<file path="config.mk">
export PLATFORM = sky130hd
export DESIGN_NAME = fetch_stage
export DESIGN_NICKNAME = d
export VERILOG_FILES = /design/src/rtl/fetch_stage_pkg.sv /design/src/rtl/fetch_stage_if_id_reg.sv /design/src/rtl/fetch_stage.sv
export SDC_FILE = /design/constraint.sdc
export NUM_CORES = 1
export LEC_CHECK = 0
export BUFFER_PORTS_ARGS = -buffer_cell sky130_fd_sc_hd__buf_2
export CAP_MARGIN = 20
export CORE_MARGIN = 1.5
export CORE_UTILIZATION = 40
export DETAILED_ROUTE_END_ITERATION = 16
export GPL_ROUTABILITY_DRIVEN = 0
export HOLD_SLACK_MARGIN = 0.08
export PLACE_DENSITY = 0.66
export SLEW_MARGIN = 20
export SYNTH_ARGS = -nofsm -noshare
export SYNTH_HDL_FRONTEND = slang
export SYNTH_SLANG_ARGS = --single-unit
export TNS_END_PERCENT = 100
</file>
<file path="constraint.sdc">
create_clock -name clk -period 1.6 [get_ports clk]
set_input_delay 0.16 -clock clk [delete_from_list [all_inputs] [get_ports clk]]
set_output_delay 0.16 -clock clk [all_outputs]
set_load 0.02 [all_outputs]
</file>
<file path="src/rtl/fetch_stage_pkg.sv">
// Shared types and constants for the instruction-fetch stage and its decode neighbour.
package fetch_stage_pkg;

   localparam int unsigned ADDR_W     = 8;
   localparam int unsigned INSTR_W    = 16;
   localparam int unsigned OPCODE_W   = 4;
   localparam int unsigned OPCODE_MSB = INSTR_W - 1;

   // Opcode map shared with unidad_control
   localparam logic [OPCODE_W-1:0] OP_NOP    = 4'b0000;
   localparam logic [OPCODE_W-1:0] OP_ADD    = 4'b0001;
   localparam logic [OPCODE_W-1:0] OP_SUB    = 4'b0010;
   localparam logic [OPCODE_W-1:0] OP_MUL    = 4'b0011;
   localparam logic [OPCODE_W-1:0] OP_AND    = 4'b0100;
   localparam logic [OPCODE_W-1:0] OP_OR     = 4'b0101;
   localparam logic [OPCODE_W-1:0] OP_XOR    = 4'b0110;
   localparam logic [OPCODE_W-1:0] OP_SHL    = 4'b0111;
   localparam logic [OPCODE_W-1:0] OP_SHR    = 4'b1000;
   localparam logic [OPCODE_W-1:0] OP_LD     = 4'b1001;
   localparam logic [OPCODE_W-1:0] OP_ST     = 4'b1010;
   localparam logic [OPCODE_W-1:0] OP_VADD   = 4'b1011;
   localparam logic [OPCODE_W-1:0] OP_VSUB   = 4'b1100;
   localparam logic [OPCODE_W-1:0] OP_VMUL   = 4'b1101;
   localparam logic [OPCODE_W-1:0] OP_LD_VEC = 4'b1110;
   localparam logic [OPCODE_W-1:0] OP_ST_SUM = 4'b1111;

   typedef enum logic {
      RUN  = 1'b0,
      HALT = 1'b1
   } fetch_state_e;

endpackage : fetch_stage_pkg

</file>
<file path="src/rtl/fetch_stage_if_id_reg.sv">
// IF/ID pipeline register: holds on stall, drops the valid bit on flush or halt.
module if_id_reg #(
   parameter int unsigned ADDR_W  = 8,
   parameter int unsigned INSTR_W = 16
) (
   input  logic               clk,
   input  logic               rst,
   input  logic               hold,
   input  logic               clear,
   input  logic [INSTR_W-1:0] instr_d,
   input  logic [ADDR_W-1:0]  pc_d,
   input  logic               valid_d,
   output logic [INSTR_W-1:0] instr_q,
   output logic [ADDR_W-1:0]  pc_q,
   output logic               valid_q
);

   // clear outranks hold so a redirect can flush a stalled stage
   always_ff @(posedge clk) begin
      if (rst) begin
         instr_q <= '0;
         pc_q    <= '0;
         valid_q <= 1'b0;
      end else if (clear) begin
         valid_q <= 1'b0;
      end else if (!hold) begin
         instr_q <= instr_d;
         pc_q    <= pc_d;
         valid_q <= valid_d;
      end
   end

endmodule : if_id_reg

</file>
<file path="src/rtl/fetch_stage.sv">
// Instruction-fetch stage: owns the PC, drives a synchronous instruction memory
// and feeds the IF/ID register whose opcode goes to unidad_control.
module fetch_stage
   import fetch_stage_pkg::*;
#(
   parameter int unsigned ADDR_W  = 8,
   parameter int unsigned INSTR_W = 16
) (
   input  logic                clk,
   input  logic                rst,
   input  logic                stall,
   input  logic                sel_pc,
   input  logic                br_taken,
   input  logic [ADDR_W-1:0]   br_target,
   output logic [ADDR_W-1:0]   imem_addr,
   output logic                imem_en,
   input  logic [INSTR_W-1:0]  imem_rdata,
   output logic [INSTR_W-1:0]  instr_out,
   output logic [OPCODE_W-1:0] opcode_out,
   output logic [ADDR_W-1:0]   pc_out,
   output logic                valid_out
);

   localparam int unsigned OP_MSB = INSTR_W - 1;

   logic [ADDR_W-1:0] pc_q;
   logic              req_v;
   logic [ADDR_W-1:0] req_pc;
   fetch_state_e      state_q;

   logic              halt_c;
   logic              if_id_hold_c;
   logic              if_id_clear_c;

   // sel_pc only counts against a live instruction; bubbles decode as halt by default
   assign halt_c = (state_q == RUN) & valid_out & sel_pc & ~stall & ~br_taken;

   assign if_id_hold_c  = stall | (state_q == HALT);
   assign if_id_clear_c = br_taken | halt_c;

   assign imem_addr = pc_q;
   assign imem_en   = (state_q == RUN) & ~stall & ~rst;

   // PC, in-flight request tracking and RUN/HALT control
   always_ff @(posedge clk) begin
      if (rst) begin
         pc_q    <= '0;
         req_v   <= 1'b0;
         req_pc  <= '0;
         state_q <= RUN;
      end else if (br_taken) begin
         pc_q    <= br_target;
         req_v   <= 1'b0;
         state_q <= RUN;
      end else if (stall) begin
         pc_q    <= pc_q;
         req_v   <= req_v;
         req_pc  <= req_pc;
         state_q <= state_q;
      end else if (halt_c) begin
         req_v   <= 1'b0;
         state_q <= HALT;
      end else if (state_q == RUN) begin
         req_v  <= 1'b1;
         req_pc <= pc_q;
         pc_q   <= pc_q + ADDR_W'(1);
      end
   end

   if_id_reg #(
      .ADDR_W  (ADDR_W),
      .INSTR_W (INSTR_W)
   ) u_if_id (
      .clk     (clk),
      .rst     (rst),
      .hold    (if_id_hold_c),
      .clear   (if_id_clear_c),
      .instr_d (imem_rdata),
      .pc_d    (req_pc),
      .valid_d (req_v),
      .instr_q (instr_out),
      .pc_q    (pc_out),
      .valid_q (valid_out)
   );

   assign opcode_out = instr_out[OP_MSB -: OPCODE_W];

endmodule : fetch_stage

</file>
---- Word level (Yosys, flattened, before mapping) ----
Cells that the tools add are included.
operators by class
  $add $sub $neg .......................... 1
  equal/unequal tests ..................... 4
  mux-type cells .......................... 6
  bitwise gates (word level) .............. 15
  reduce and logical (&&, ||, !) cells .... 7
operator list
  cell                                           count
  two-way mux 8 bit                              4
  adder 8 x 1 -> 8 bit, second input constant    1
  inverter 1 bit                                 7
  AND 1 bit                                      6
  AND reduction 2 bit                            3
  != test 2 x 1 -> 1 bit, second input constant  2
  != test 2 bit, second input constant           2
  AND reduction 4 bit                            1
  OR reduction 2 bit                             2
  AND reduction 3 bit                            1
  two-way mux 1 bit                              2
  OR 1 bit                                       2
word-level totals
  bits in registers ....................... 43
  input port bits ......................... 29
  output and inout port bits .............. 38
  word-level logic and storage cells ...... 40

---- Depth between registers and ports, before layout ----
  word-level depth ........................ 8
  mapped depth ............................ 5
  gate-level depth less buffers ........... 4

---- Modules after synthesis ----
From an unflattened synthesis, not the netlist that was laid out.
second synthesis, totals
  cell total of the unflattened synthesis .. 219
  area, all modules ....................... 1,911.8 sq um
modules (own cells, without submodules)
  module       times used  cells each  area each (sq um)  seq. area each (sq um)
  if_id_reg    1           112         1,042.2            500.5
  fetch_stage  1           107         869.6              360.3

---- Worst setup path after synthesis ----
Ideal clock, no wire load.
  kind .................................... reg-to-reg
  start ................................... register pc_q[3] (netlist: imem_addr[3])
  end ..................................... register pc_q[5] (netlist: imem_addr[5])
  library setup time ...................... 63 ps
  data arrival time ....................... 1,440 ps
  setup slack ............................. 97 ps
  stages on the path, launching flop included .. 4
  period minus slack after synthesis ...... 1,503 ps
  path through ............................ dfxtp_1 > or4bb_1 > or4_1 > nand3_1
between the ends
  cells in the longest elaborated chain, start to end .. 5
RTL lines
  item                    line               text
  start, declared         fetch_stage.sv:26  logic [ADDR_W-1:0] pc_q;
  start signal, assigned  fetch_stage.sv:52  pc_q <= br_target;
  start signal, assigned  fetch_stage.sv:56  pc_q <= pc_q;
  start signal, assigned  fetch_stage.sv:66  pc_q <= pc_q + ADDR_W'(1);
  adder 8 x 1 -> 8 bit    fetch_stage.sv:66
  two-way mux 8 bit       fetch_stage.sv:63  end else if (state_q == RUN) begin
  two-way mux 8 bit       fetch_stage.sv:60  end else if (halt_c) begin
  two-way mux 8 bit       fetch_stage.sv:55  end else if (stall) begin
  two-way mux 8 bit       fetch_stage.sv:51  end else if (br_taken) begin
Every way passes these cells. The select of a mux whose other input is x is not followed.
A chain may end at the register's enable or synchronous reset.

---- Worst setup path in the final report ----
  start ................................... register state_q
  end ..................................... register pc_q[3] (netlist: imem_addr[3])
between the ends
  cells in the longest elaborated chain, start to end .. 7
  elaborated cells on any way between the ends .. 8
RTL lines
  item                                    line               text
  start, declared                         fetch_stage.sv:29  fetch_state_e state_q;
  start signal, assigned                  fetch_stage.sv:59  state_q <= state_q;
  inverter 1 bit (no source line)         --
  AND 1 bit (4 in a row)                  fetch_stage.sv:36  assign halt_c = (state_q == RUN) & valid_out & sel_pc & ~stall & ~br_taken;
  != test 2 bit (no source line)          --
  AND reduction 3 bit (no source line) *  --
Mark *: on every way between the ends. The rest lies on a longest branch, timed or not.

==> impl_metrics.csv <==
group,metric,value,unit
timing,rsz0062_at_grt,"no",
critical_path,cp-start-kind,"flip-flop",
finish,areaGrowthSynthToFinish,26.7,%
timing,post-route-period-util,90.9,%
synth,synth_nets,249,
clock_tree,holdBufCountCts,0,
clock_tree,postCtsSetupRepairBufs,0,
floorplanning,pin_count,67,
detailed_routing,viasPerCell,5.05,
detailed_routing,vias,1682,
grt,grt_pass1_vias,1447,
clock_tree,cts_root_buffer,"clkbuf_8",
critical_path,critPathKind,"flip-flop to flip-flop",
detailed_routing,drtIter0Drc,96,
floorplanning,die_w,69.7,um
synth,ys_async_sr_fraction,0,%
grt,grt_pass1_wl,6720,um
hold_path,min_path_type,"input port to flip-flop",
detailed_routing,wl_per_cell,12.1,um
grt,grt-ovfl-total,0,
finish,nNetsFinal,310,
timing,hold_viol,0,
run_status,status,"finished clean",
floorplanning,initial_core_util,41.2,%
critical_path,endpoint_kind,"flip-flop",
synth,synth-seq-cells,43,
synth,synth_edf_count,0,
finish,drive_above_1_share,30.2,%
clock_tree,htreeDepth,2,
floorplanning,die_area,0.00486,sq mm
detailed_routing,drt-pass1-iter-count,4,
timing,setup_tns,0,ps
clock_tree,clockBufferDepth,2,
synth,synth_flop_cell,"dfxtp_1",
finish,diodes,0,
clock_tree,cts_made_buffers,5,
synth,syn_area_per_cell,8.13,sq um
clock_tree,clk_pin_slew,80,ps
detailed_routing,antenna_left,0,
placed_design,place_hpwl,2710,um
detailed_routing,drc,0,
grt,antenna_found_initial,0,
synth,synth_cells,219,
floorplanning,die_h,69.7,um
timing,max_freq,0.688,GHz
run,drv_cap,0,
synth,synth.distinct_cells,37,
placed_design,post-place-ws,168,ps
placed_design,numPortBuffers,66,
timing,setup_violations,0,
synth,syn_area,0.00178,sq mm
clock_tree,cts_resized,0,
power_and_ir_drop,leakage,0.976,nW
floorplanning,core_area,0.00432,sq mm
timing,holdWs,98.2,ps
floorplanning,row_count,24,
critical_path,worstPathArrival,1660,ps
grt,grt_util_all_layers,17.2,%
timing,setup_ws,146,ps
timing,slew_headroom,68.0,%
synth,ys_seq_area_share,48.3,%
finish,nFillCells,468,
timing,min_period,1450,ps
power_and_ir_drop,power_density,1020,mW/mm^2
clock_tree,numClockSinks,43,
clock_tree,cts_tree,"yes",
grt,grt_start_max_net_pins,33,
detailed_routing,wl,4020,um
critical_path,required,1800,ps
synth,yosys_warnings,0,
power_and_ir_drop,ir_worst_vdd,0.484,mV
timing,final-max-slew-violation-count,0,
clock_tree,clkLatencyLatePin,290,ps
timing,clock_skew,7.98,ps
timing,tightest_slew,476,ps
critical_path,crit_fanout,14,
==> layer usage <==
layer / global-route usage [%] / vias to the layer above / share of wire [%]
li1: - / 866 / -
met1: 23.0 / 759 / 47
met2: 26.3 / 55 / 45
met3: 5.96 / 2 / 6.9
met4: 5.13 / 0 / 0.62
met5: 0 / - / 0
==> kinds of logic after synthesis <==
kind of cell,count (synthesis),synth area share (%)
AOI/OAI and AO/OA,58,21.5
xor gates and xnor gates,1,0.492
adders and majority gates,1,0.703
buffers and inverters,26,7.45
DFF,43,48.3
and+or+nand+nor,90,21.5
==> state kept, by name, indices dropped and copies added (netlist names) <==
register         cells
u_if_id.pc_q         8
u_if_id.instr_q     16
req_v                1
imem_addr            8
u_if_id.valid_q      1
req_pc               8
state_q              1
==> layout make-up <==
cell class              count  area, sq um  share of cell area (%)
flip-flops and latches     43          861                    38.2
clock buffers               6         82.6                    3.66
well taps                  52         65.1                    2.88
repair buffers             74          403                    17.9
inverters                   6         22.5                   0.998
clock inverters             2         35.0                    1.55
multi-input cells         150          787                    34.9
==> cell usage after synthesis, types with 2 or more instances <==
cell type  number  share of area, %
a211oi_1        4               1.7
a21oi_1        32               9.0
a311oi_1        2              0.98
a31oi_1         2              0.70
buf_2           3              0.84
buf_4           4               1.7
buf_6           2               1.3
clkbuf_1       10               2.1
dfxtp_1        43                48
inv_1           6               1.3
nand2_1        69                15
nand3_1         3              0.84
nor2_1          5               1.1
nor3_1          3              0.84
nor4_1          2              0.70
o21ai_0         7               2.0
or3_1           2              0.70
==> critical path, cell delays in order (launching register included) <==
cell	delay, ps
dfxtp_1	400
a211o_4	370
or3_1	360
a311oi_1	240
==> path summary, 6_finish.rpt <==
path / from / end / slack [ps] / cells after the start
max reg2reg: state_q / imem_addr[3] / 150 / 3
max: state_q / imem_addr[3] / 150 / 3
min reg2reg: u_if_id.instr_q[9] / u_if_id.instr_q[9] / 450 / 2
min: imem_rdata[2] / u_if_id.instr_q[2] / 100 / 3
==> metrics by stage <==
stage | cell area [sq um] | std cells | util [%] | total power, mW
after floorplan | 1780 | 219 | - | 1.36
final | 2260 | 333 | 52.2 | 2.30
after detailed placement | 2140 | 325 | 49.5 | 1.47
after CTS | 2260 | 333 | 52.2 | 2.34
after global routing | 2260 | 333 | 52.2 | 2.41
after global placement | 2140 | 325 | 49.5 | 1.47
==> report_power, final <==
group | internal [mW] | total [mW] | switching, mW
registers | 1.11 | 1.14 | 0.0305
logic | 0.116 | 0.299 | 0.183
clock network | 0.505 | 0.860 | 0.355
==> cells in the final DEF, fill, tap and decap left out, drive strengths merged, types with 2 or more instances in the layout <==
cell type	synthesis	final
buf	9	74
nand2	69	69
dfxtp	43	43
a21oi	32	32
o21ai	7	7
inv	6	6
clkbuf	11	6
nor2	5	5
a211oi	4	4
nor3	3	3
nand3	3	3
nor4	2	2
or3	2	2
a31oi	2	2
a311oi	2	2
a211o	2	2
o31a	2	2
Power figures use the tool's default switching activity.
